**src/rtl/fp_add_sub.sv**
```systemverilog
// fp_add_sub: multi-cycle IEEE-754 adder/subtractor with a fixed 4-cycle latency.
//
// Handshake: a Load sampled high on a rising Clk edge captures A, B and Op and
// starts an operation. Captured from any state, so a second Load aborts the
// operation in flight and restarts. Busy is high from the Load edge until the
// ROUND edge. On the ROUND edge Result is written and Valid rises. Result and
// Valid then stay stable until the next Load edge, which drops Valid.
//
// Ports:
//   Clk      rising-edge clock
//   RstN     asynchronous active-low reset
//   Load     request strobe
//   A, B     operands (PRECISION bits), captured on the Load edge
//   Op       0 = A+B, 1 = A-B, captured on the Load edge
//   Result   rounded result, round-to-nearest-even
//   Valid    result ready, held until the next Load
//   Busy     operation in flight
//   DbgState current FSM state (state_t encoding)
//
// Configuration macro: FP_ADD_SUBNORMAL_EN
//   defined     subnormal inputs are honoured; tiny results underflow gradually
//   not defined subnormal inputs read as signed zero; tiny results flush to zero
module fp_add_sub #(
  parameter int PRECISION = 32
) (
  input  logic                 Clk,
  input  logic                 RstN,
  input  logic                 Load,
  input  logic [PRECISION-1:0] A,
  input  logic [PRECISION-1:0] B,
  input  logic                 Op,
  output logic [PRECISION-1:0] Result,
  output logic                 Valid,
  output logic                 Busy,
  output logic [2:0]           DbgState
);
  localparam int EXP = (PRECISION == 64) ? 11 : 8;
  localparam int MAN = PRECISION - 1 - EXP;
  localparam int SW  = MAN + 4;  // hidden + fraction + guard/round/sticky
  localparam int EW  = EXP + 1;  // one spare bit to see exponent overflow
`ifdef FP_ADD_SUBNORMAL_EN
  localparam bit SUBN = 1'b1;
`else
  localparam bit SUBN = 1'b0;
`endif
  localparam logic [EXP-1:0]       EMAX = '1;
  localparam logic [PRECISION-1:0] QNAN = {1'b0, {EXP{1'b1}}, 1'b1, {(MAN-1){1'b0}}};

  typedef enum logic [2:0] {S_IDLE, S_ALIGN, S_ADD, S_NORM, S_ROUND} state_t;
  state_t r_state, w_next;

  // operand capture
  logic                 r_sa, r_sb, r_spec;
  logic [EXP-1:0]       r_xa, r_xb;
  logic [MAN:0]         r_siga, r_sigb;
  logic [PRECISION-1:0] r_spec_val;
  // datapath
  logic [SW-1:0]        r_m1, r_m2;
  logic [SW:0]          r_sum;
  logic [EW-1:0]        r_exp;
  logic                 r_sign, r_sub, r_zero;
  logic [PRECISION-1:0] r_result;
  logic                 r_valid;

  // ---------------- FSM ----------------
  always_ff @(posedge Clk or negedge RstN) begin
    if (!RstN) r_state <= S_IDLE;
    else       r_state <= w_next;
  end

  always_comb begin
    w_next = r_state;
    case (r_state)
      S_IDLE:  w_next = S_IDLE;
      S_ALIGN: w_next = S_ADD;
      S_ADD:   w_next = S_NORM;
      S_NORM:  w_next = S_ROUND;
      S_ROUND: w_next = S_IDLE;
      default: w_next = S_IDLE;
    endcase
    if (Load) w_next = S_ALIGN;
  end

  // ---------------- classification on the Load edge ----------------
  logic                 w_sa, w_sb, w_a_nan, w_b_nan, w_a_inf, w_b_inf;
  logic                 w_a_zero, w_b_zero, w_spec;
  logic [EXP-1:0]       w_ea, w_eb, w_xa, w_xb;
  logic [MAN-1:0]       w_fa, w_fb;
  logic [PRECISION-1:0] w_spec_val;

  always_comb begin
    w_sa = A[PRECISION-1];
    w_sb = B[PRECISION-1] ^ Op;
    w_ea = A[PRECISION-2 -: EXP];
    w_eb = B[PRECISION-2 -: EXP];
    // without subnormal support a zero exponent reads as zero whatever the fraction
    w_fa = (w_ea == '0 && !SUBN) ? '0 : A[MAN-1:0];
    w_fb = (w_eb == '0 && !SUBN) ? '0 : B[MAN-1:0];
    w_a_nan  = (w_ea == EMAX) && (w_fa != '0);
    w_b_nan  = (w_eb == EMAX) && (w_fb != '0);
    w_a_inf  = (w_ea == EMAX) && (w_fa == '0);
    w_b_inf  = (w_eb == EMAX) && (w_fb == '0);
    w_a_zero = (w_ea == '0) && (w_fa == '0);
    w_b_zero = (w_eb == '0) && (w_fb == '0);
    // subnormals sit at exponent 1 with a 0 hidden bit
    w_xa = (w_ea == '0) ? EXP'(1) : w_ea;
    w_xb = (w_eb == '0) ? EXP'(1) : w_eb;

    w_spec     = 1'b1;
    w_spec_val = '0;
    if (w_a_nan || w_b_nan || (w_a_inf && w_b_inf && (w_sa != w_sb)))
      w_spec_val = QNAN;
    else if (w_a_inf)
      w_spec_val = {w_sa, EMAX, {MAN{1'b0}}};
    else if (w_b_inf)
      w_spec_val = {w_sb, EMAX, {MAN{1'b0}}};
    else if (w_a_zero && w_b_zero)
      w_spec_val = {w_sa & w_sb, {(PRECISION-1){1'b0}}};
    else
      w_spec = 1'b0;
  end

  // ---------------- ALIGN ----------------
  logic           w_a_big, w_big_s;
  logic [EXP-1:0] w_big_x, w_diff;
  logic [MAN:0]   w_big_sig, w_sml_sig;
  logic [SW-1:0]  w_sml_ext, w_shifted, w_sml_al;
  logic           w_lost;

  always_comb begin
    w_a_big   = {r_xa, r_siga} >= {r_xb, r_sigb};
    w_big_s   = w_a_big ? r_sa   : r_sb;
    w_big_x   = w_a_big ? r_xa   : r_xb;
    w_big_sig = w_a_big ? r_siga : r_sigb;
    w_sml_sig = w_a_big ? r_sigb : r_siga;
    w_diff    = w_a_big ? (r_xa - r_xb) : (r_xb - r_xa);
    w_sml_ext = {w_sml_sig, 3'b000};
    w_shifted = w_sml_ext >> w_diff;
    // every bit pushed past the sticky position is folded into sticky
    w_lost    = |(w_sml_ext & ~({SW{1'b1}} << w_diff));
    w_sml_al  = {w_shifted[SW-1:1], w_shifted[0] | w_lost};
  end

  // ---------------- NORM ----------------
  logic [EW-1:0] w_lzc, w_sh, w_nexp;
  logic [SW-1:0] w_nm;

  always_comb begin
    w_lzc = EW'(SW);
    for (int i = 0; i < SW; i++)
      if (r_sum[i]) w_lzc = EW'(SW - 1 - i);
    // never shift below exponent 1; what stays unnormalized is a subnormal
    w_sh = (w_lzc > r_exp - EW'(1)) ? (r_exp - EW'(1)) : w_lzc;
    if (r_sum[SW]) begin
      w_nm   = {r_sum[SW:2], r_sum[1] | r_sum[0]};
      w_nexp = r_exp + EW'(1);
    end else begin
      w_nm   = r_sum[SW-1:0] << w_sh;
      w_nexp = r_exp - w_sh;
    end
  end

  // ---------------- ROUND ----------------
  logic           w_inc, w_hid;
  logic [MAN+1:0] w_rnd;
  logic [EW-1:0]  w_rexp;
  logic [MAN-1:0] w_rfrac;

  always_comb begin
    w_inc   = r_m1[2] & (r_m1[3] | r_m1[1] | r_m1[0]);
    w_rnd   = {1'b0, r_m1[SW-1:3]} + {{(MAN+1){1'b0}}, w_inc};
    w_rexp  = r_exp + {{(EW-1){1'b0}}, w_rnd[MAN+1]};
    w_rfrac = w_rnd[MAN+1] ? '0 : w_rnd[MAN-1:0];
    w_hid   = |w_rnd[MAN+1:MAN];
  end

  // ---------------- datapath registers ----------------
  always_ff @(posedge Clk or negedge RstN) begin
    if (!RstN) begin
      r_sa <= 1'b0; r_sb <= 1'b0; r_spec <= 1'b0;
      r_xa <= '0; r_xb <= '0; r_siga <= '0; r_sigb <= '0; r_spec_val <= '0;
      r_m1 <= '0; r_m2 <= '0; r_sum <= '0; r_exp <= '0;
      r_sign <= 1'b0; r_sub <= 1'b0; r_zero <= 1'b0;
      r_result <= '0; r_valid <= 1'b0;
    end else if (Load) begin
      r_sa       <= w_sa;
      r_sb       <= w_sb;
      r_xa       <= w_xa;
      r_xb       <= w_xb;
      r_siga     <= {w_ea != '0, w_fa};
      r_sigb     <= {w_eb != '0, w_fb};
      r_spec     <= w_spec;
      r_spec_val <= w_spec_val;
      r_valid    <= 1'b0;
    end else begin
      case (r_state)
        S_ALIGN: begin
          r_m1   <= {w_big_sig, 3'b000};
          r_m2   <= w_sml_al;
          r_exp  <= {1'b0, w_big_x};
          r_sign <= w_big_s;
          r_sub  <= r_sa ^ r_sb;
        end
        S_ADD: begin
          r_sum <= r_sub ? ({1'b0, r_m1} - {1'b0, r_m2}) : ({1'b0, r_m1} + {1'b0, r_m2});
        end
        S_NORM: begin
          r_m1   <= w_nm;
          r_exp  <= w_nexp;
          r_zero <= (r_sum == '0);
        end
        S_ROUND: begin
          if (r_spec)
            r_result <= r_spec_val;
          else if (r_zero)
            r_result <= '0;
          else if (w_rexp >= {1'b0, EMAX})
            r_result <= {r_sign, EMAX, {MAN{1'b0}}};
          else if (!w_hid)
            r_result <= SUBN ? {r_sign, {EXP{1'b0}}, w_rfrac} : {r_sign, {(PRECISION-1){1'b0}}};
          else
            r_result <= {r_sign, w_rexp[EXP-1:0], w_rfrac};
          r_valid <= 1'b1;
        end
        default: ;
      endcase
    end
  end

  assign Result   = r_result;
  assign Valid    = r_valid;
  assign Busy     = (r_state != S_IDLE);
  assign DbgState = r_state;

endmodule

```
**config.mk**
```make
export PLATFORM = sky130hd
export DESIGN_NAME = fp_add_sub
export DESIGN_NICKNAME = d
export VERILOG_FILES = /design/src/rtl/fp_add_sub.sv
export SDC_FILE = /design/constraint.sdc
export NUM_CORES = 1
export LEC_CHECK = 0
export ABC_AREA = 1
export BUFFER_PORTS_ARGS = -buffer_cell sky130_fd_sc_hd__buf_2
export CAP_MARGIN = 40
export CORE_MARGIN = 2
export CORE_UTILIZATION = 30
export CTS_BUF_LIST = sky130_fd_sc_hd__clkbuf_4
export DETAILED_ROUTE_END_ITERATION = 8
export GPL_TIMING_DRIVEN = 0
export PLACE_DENSITY_LB_ADDON = 0.25
export SETUP_SLACK_MARGIN = 0.15
export SLEW_MARGIN = 15
export SYNTH_ARGS = -nofsm -noshare
export SYNTH_HDL_FRONTEND = slang
export SYNTH_SLANG_ARGS = --single-unit
```
**constraint.sdc**
```tcl
create_clock -name Clk -period 12.82 [get_ports Clk]
set_clock_uncertainty 0.05 [all_clocks]
set_input_delay 3.205 -clock Clk [delete_from_list [all_inputs] [get_ports Clk]]
set_output_delay 3.205 -clock Clk [all_outputs]
set_load 0.01 [all_outputs]
```
# --- After elaboration in Yosys (flattened, before gate mapping) ---
# Cells that the tools add are included.
op_classes:
  reduce_logical: 30
  shift: 3
  n_bitwise: 11
  muxes: 59
  eq_ne: 7
  add_sub_neg: 9
  n_lt_le_gt_ge: 3
op_table:
  columns: ["op", "count"]
  rows:
  - ["$mux W9", 24]
  - ["$mux W32", 6]
  - ["$mux W23", 3]
  - ["$mux W31", 2]
  - ["$pmux W27 S2", 1]
  - ["$mux W24", 2]
  - ["$logic_not A23 Y1", 2]
  - ["$reduce_bool A23 Y1", 2]
  - ["$ge A32 B32 Y1", 1]
  - ["$mux W8", 4]
  - ["$add A27 B27 Y28", 1]
  - ["$logic_not A28 Y1", 1]
  - ["$mux W28", 1]
  - ["$sub A27 B27 Y28", 1]
  - ["$and A27 B27 Y27", 1]
  - ["$mux W27", 1]
  - ["$not A27 Y27", 1]
  - ["$reduce_or A27 Y1", 1]
  - ["$shl A27 B8 Y27 const A", 1]
  - ["$shl A27 B9 Y27", 1]
  - ["$shr A27 B8 Y27", 1]
  - ["$add A24 B1 Y25", 1]
  - ["$pmux W9 S2", 1]
  - ["$eq A8 B8 Y1 const B", 2]
  - ["28 further kinds", 60]
totals:
  wordCells: 140
  register_bits: 229
  in_bits: 68
  out_inout_bits: 37

# --- Longest topological paths before layout ---
depth:
  ltp_word: 32
  depth_mapped: 54
  depth_no_buf: 53

# --- Worst setup path after synthesis ---
# OpenSTA, ideal clock, no wires.
synth_path:
  path_type: "input to register"
  startpoint: "in Load"
  endpoint: "reg r_m2[21]"
  slack_ps: 7508
  t_arrival_ps: 5162
  required_ps: 12669
  cell_stages: 9
  n_path_buf: 0
  path_cell_list: "nor3_2 > inv_2 > nor2_1 > clkinv_1 > nor2_4 > inv_2 > nor2_2 > inv_2 > o32ai_1"
synth_via:
  elab_chain_len: 2
synth_lines:
  columns: ["element", "line", "text"]
  rows:
  - ["start: declaration", "28", "input logic Load,"]
  - ["$not A1 Y1 (no source line)", null, null]
  - ["$reduce_and A2 Y1 (no source line)", null, null]
  - ["end signal: assignment", "199", "r_m2 <= w_sml_al;"]
  - ["end: declaration", "58", "logic [SW-1:0] r_m1, r_m2;"]
# No other way between the ends.
# A chain may end at the register's enable or synchronous reset.

# --- Final worst setup path ---
layout_path:
  startpoint: "reg r_m1[1]"
  endpoint: "reg r_result[16], in the netlist Result[16]"
layout_via:
  elab_chain_len: 9
  word_cells_on_any_way: 12
layout_lines:
  columns: ["element", "line", "text"]
  rows:
  - ["start: declaration", "58", null]
  - ["start signal: assignment", "198", "r_m1 <= {w_big_sig, 3'b000};"]
  - ["start signal: assignment", "208", "r_m1 <= w_nm;"]
  - ["$or A1 B1 Y1 * (2 in series)", "170", "w_inc = r_m1[2] & (r_m1[3] | r_m1[1] | r_m1[0]);"]
  - ["$and A1 B1 Y1 *", "170", null]
  - ["$add A24 B1 Y25 *", "171", "w_rnd = {1'b0, r_m1[SW-1:3]} + {{(MAN+1){1'b0}}, w_inc};"]
  - ["$add A9 B1 Y9, or another cell as far along", "172", "w_rexp = r_exp + {{(EW-1){1'b0}}, w_rnd[MAN+1]};"]
  - ["$ge A9 B8 Y1 or $mux W31 (tied branches)", "217, 219", null]
  - ["$mux W31 *", "217", "else if (w_rexp >= {1'b0, EMAX})"]
  - ["$mux W32 *", "215", "else if (r_zero)"]
  - ["$mux W32 *", "213", "if (r_spec)"]
  - ["end signal: assignment", "214", "r_result <= r_spec_val;"]
  - ["end signal: assignment", "218", "r_result <= {r_sign, EMAX, {MAN{1'b0}}};"]
  - ["end signal: assignment", "220", "r_result <= SUBN ? {r_sign, {EXP{1'b0}}, w_rfrac} : {r_sign, {(PRECISION-1){1'b0}}};"]
  - ["end: declaration", "62", "logic [PRECISION-1:0] r_result;"]
# Mark *: on every way between the ends. The rest lies on a longest branch, timed or not.

==> impl_metrics.csv <==
group,metric,value,unit
logic_synthesis,syn_area,16500,um^2
final_layout,final_cell_count_no_fill,3310,
pwr,power_frac_seq,0.228,
global_routing,gr-total-overflow,0,
clocking,clock_latency,0.75,ns
timing,timing.final.crit_share,0.495,
logic_synthesis,async_reset_ff_frac,1.00,
logic_synthesis,ys_warn_count,0,
pwr,total_power,4.17,mW
floorplanning,initial_core_util,0.302,
worst_hold_path,hold_path.class,"flip-flop to flip-flop",
clocking,cts_tree,"yes",
timing,clock.fmax,158,MHz
flow_run,drv_cap,0,
pwr,p_leak,8.92,nW
detailed_routing,wl_met1,30000,um
global_routing,grt_max_degree,102,
logic_synthesis,syn_inst,2465,
clocking,cts-hold-fix-buffers,0,
logic_synthesis,ys.flop_type,"dfrtp_1",
critical_path,crit_top_cell,"nor2_1",
timing,fin_crit,6.35,ns
final_layout,utilization,0.334,
final_layout,layout_commonest_cell,"nand2_1",
critical_path,crit_type,"flip-flop to flip-flop",
detailed_routing,firstDrtPassIters,8,
timing,drv_slew,0,
final_layout,drive_gt1_frac,0.0914,
timing,slew_headroom,0.459,
detailed_routing,wl_met2,31100,um
detailed_routing,drtIter0Drc,1614,
pwr,power.switching,2.36,mW
final_layout,mostFrequentLayoutCells,"633 x nand2_1, 282 x o21ai_0, 259 x inv_1",
final_layout,nNetsFinal,2751,
clocking,clk_pin_slew,0.17,ns
detailed_routing,drt_wl_total,67200,um
final_layout,synthToLayoutAreaGrowth,10.8,%
place,hpwl,54900,um
logic_synthesis,yosysUniqueCellTypes,65,
detailed_routing,route.met3.wl,3760,um
timing,worstMarginPinSlew,0.806,ns
detailed_routing,wl_per_cell,20.3,um
floorplanning,core,54800,um^2
global_routing,antenna_found_initial,2,
clocking,numCtsBuffers,17,
logic_synthesis,ys_seq_area_frac,0.303,
timing,fin_tns_setup,0,ns
logic_synthesis,ys_ff_latch,200,
logic_synthesis,synth_nets,2624,
detailed_routing,highest_layer,"met4",
timing,hold_viol,0,
logic_synthesis,synth_edf_count,0,
pwr,p_per_area,227,nW/um^2
detailed_routing,drcViolationCount,0,
critical_path,end_kind,"flip-flop",
clocking,ctsResizeCount,0,
floorplanning,num_io_pins,105,
clocking,h-tree-depth,4,
critical_path,arrival,6.98,ns
pwr,peakVddDrop,77.4,uV
outcome,status,"finished, final reports clean",
place,numPlacedInstances,3277,
detailed_routing,detail-route-antenna-nets,0,
critical_path,cpPeakStageDelay,0.73,ns
critical_path,critPathRequiredTime,13.46,ns
global_routing,grt_pass1_vias,16700,
clocking,cts_buffer_depth,2,
pwr,swShare,0.567,
clocking,postCtsSetupBuffers,0,
detailed_routing,viasPerCell,5.34,
pwr,intPower,1.81,mW
place,io_buffers,104,
global_routing,grt_usage,0.236,
floorplanning,dieArea,57000,um^2
floorplanning,die_w,239,um
critical_path,cpMaxStageDelayCell,"nor3_1",
detailed_routing,vias,17700,
floorplanning,die_h,239,um
floorplanning,rows,86,
pwr,combPwrFrac,0.679,
clocking,cts.sink_count,200,
global_routing,grt_pass1_wl,102000,um
critical_path,setup.worst_path.start_class,"flip-flop",
critical_path,crit_fanout,10,
pwr,p_clk_frac,0.093,
timing,whs,0.453,ns
logic_synthesis,synth.avg_cell_area,6.70,um^2
clocking,clockRootBuffer,"clkbuf_4",
place,place.gp.congestion,0.978,
final_layout,fillerInstances,6041,
timing,rsz0062_at_grt,"no",
timing,finalSetupViolCount,0,
## per-layer routing
layer,track usage,vias up
met5,0,-
met4,0.0926,0
met3,0.0311,94
met2,0.385,609
met1,0.316,8458
li1,-,8521
## final timing paths
path                            from          to  slack, ns  cells after the start
min in group asynchronous       RstN   r_siga[8]       2.17                      1
setup reg to reg             r_m1[1]  Result[16]       6.47                     32
max in group asynchronous       RstN    r_exp[4]       9.79                      2
hold / removal             Result[9]   Result[9]       0.45                      2
setup / recovery             r_m1[1]  Result[16]       6.47                     32
hold reg to reg            Result[9]   Result[9]       0.45                      2
## cell families after synthesis
kind of cell	Yosys count	synth area share
buffers and inverters	391	0.0958
AO/OA/AOI/OAI	593	0.199
AND/OR/NAND/NOR	1120	0.294
multiplexers	4	0.00242
XOR/XNOR	66	0.0359
adder cells (fa/ha/maj)	91	0.0707
flip-flops	200	0.303
## power groups by stage
stage / Combinational (mW) / Clock (mW) / Sequential [mW]
after floorplan: 1.95 / 0 / 0.897
after global placement: 2.77 / 0 / 0.955
after detailed placement: 2.77 / 0 / 0.958
after CTS: 2.78 / 0.401 / 0.944
after global routing: 3.14 / 0.418 / 0.964
final: 2.83 / 0.389 / 0.949
## through the flow
| step | worst slack [ns] | cell area (um^2) |
|---|---|---|
| 2_1_floorplan | 7.51 | 16500 |
| 3_3_place_gp | 4.88 | 17900 |
| 3_5_place_dp | 6.23 | 18000 |
| 4_1_cts | 6.32 | 18300 |
| 5_1_grt | 5.77 | 18300 |
| 6_report | 6.47 | 18300 |
## flip-flops by register name, summed over array words and instances, names as in the netlist, 3 cells and up
signal,flops
Result,32
r_sum,28
r_m1,27
r_m2,27
r_siga,24
r_sigb,24
r_exp,9
r_xa,8
r_xb,8
DbgState,3
r_spec_val,3
## worst max-delay path, delay by kind of cell, from the launching register on
kind            cells  cell delay, ns
simple gates       18            3.68
buf+inv             7            0.85
fa+ha+maj           4            0.74
flops               1            0.49
compound gates      2            0.29
xor+xnor            1            0.17
## synth_stat cells (14+ instances only)
master      n  area (um^2)
a21oi_1   149          746
a22oi_1    14          105
buf_2      31          155
clkbuf_1   67          251
dfrtp_1   200         5000
ha_1       87         1090
inv_1     259          972
nand2_1   633         2380
nand3_1   230         1150
nand4_1    30          188
nor2_1    135          507
nor3_1     32          160
o211ai_1   24          180
o21ai_0   282         1410
o21ai_1    44          220
o22ai_1    18          113
xnor2_1    15          131
xor2_1     49          429
## cell type report
| cell class | instances | area, um^2 | share of cell area |
|---|---|---|---|
| inverter | 276 | 1040 | 0.0568 |
| clock buffer | 18 | 135 | 0.00738 |
| timing repair buffer | 108 | 603 | 0.0329 |
| clock inverter | 13 | 169 | 0.00922 |
| sequential | 200 | 5000 | 0.273 |
| multi-input combinational | 1874 | 9940 | 0.542 |
| tap | 704 | 881 | 0.0481 |
| antenna | 2 | 5.00 | 0.000273 |
| buffer | 115 | 543 | 0.0296 |
No activity file was read; power rests on OpenSTA's default activity.
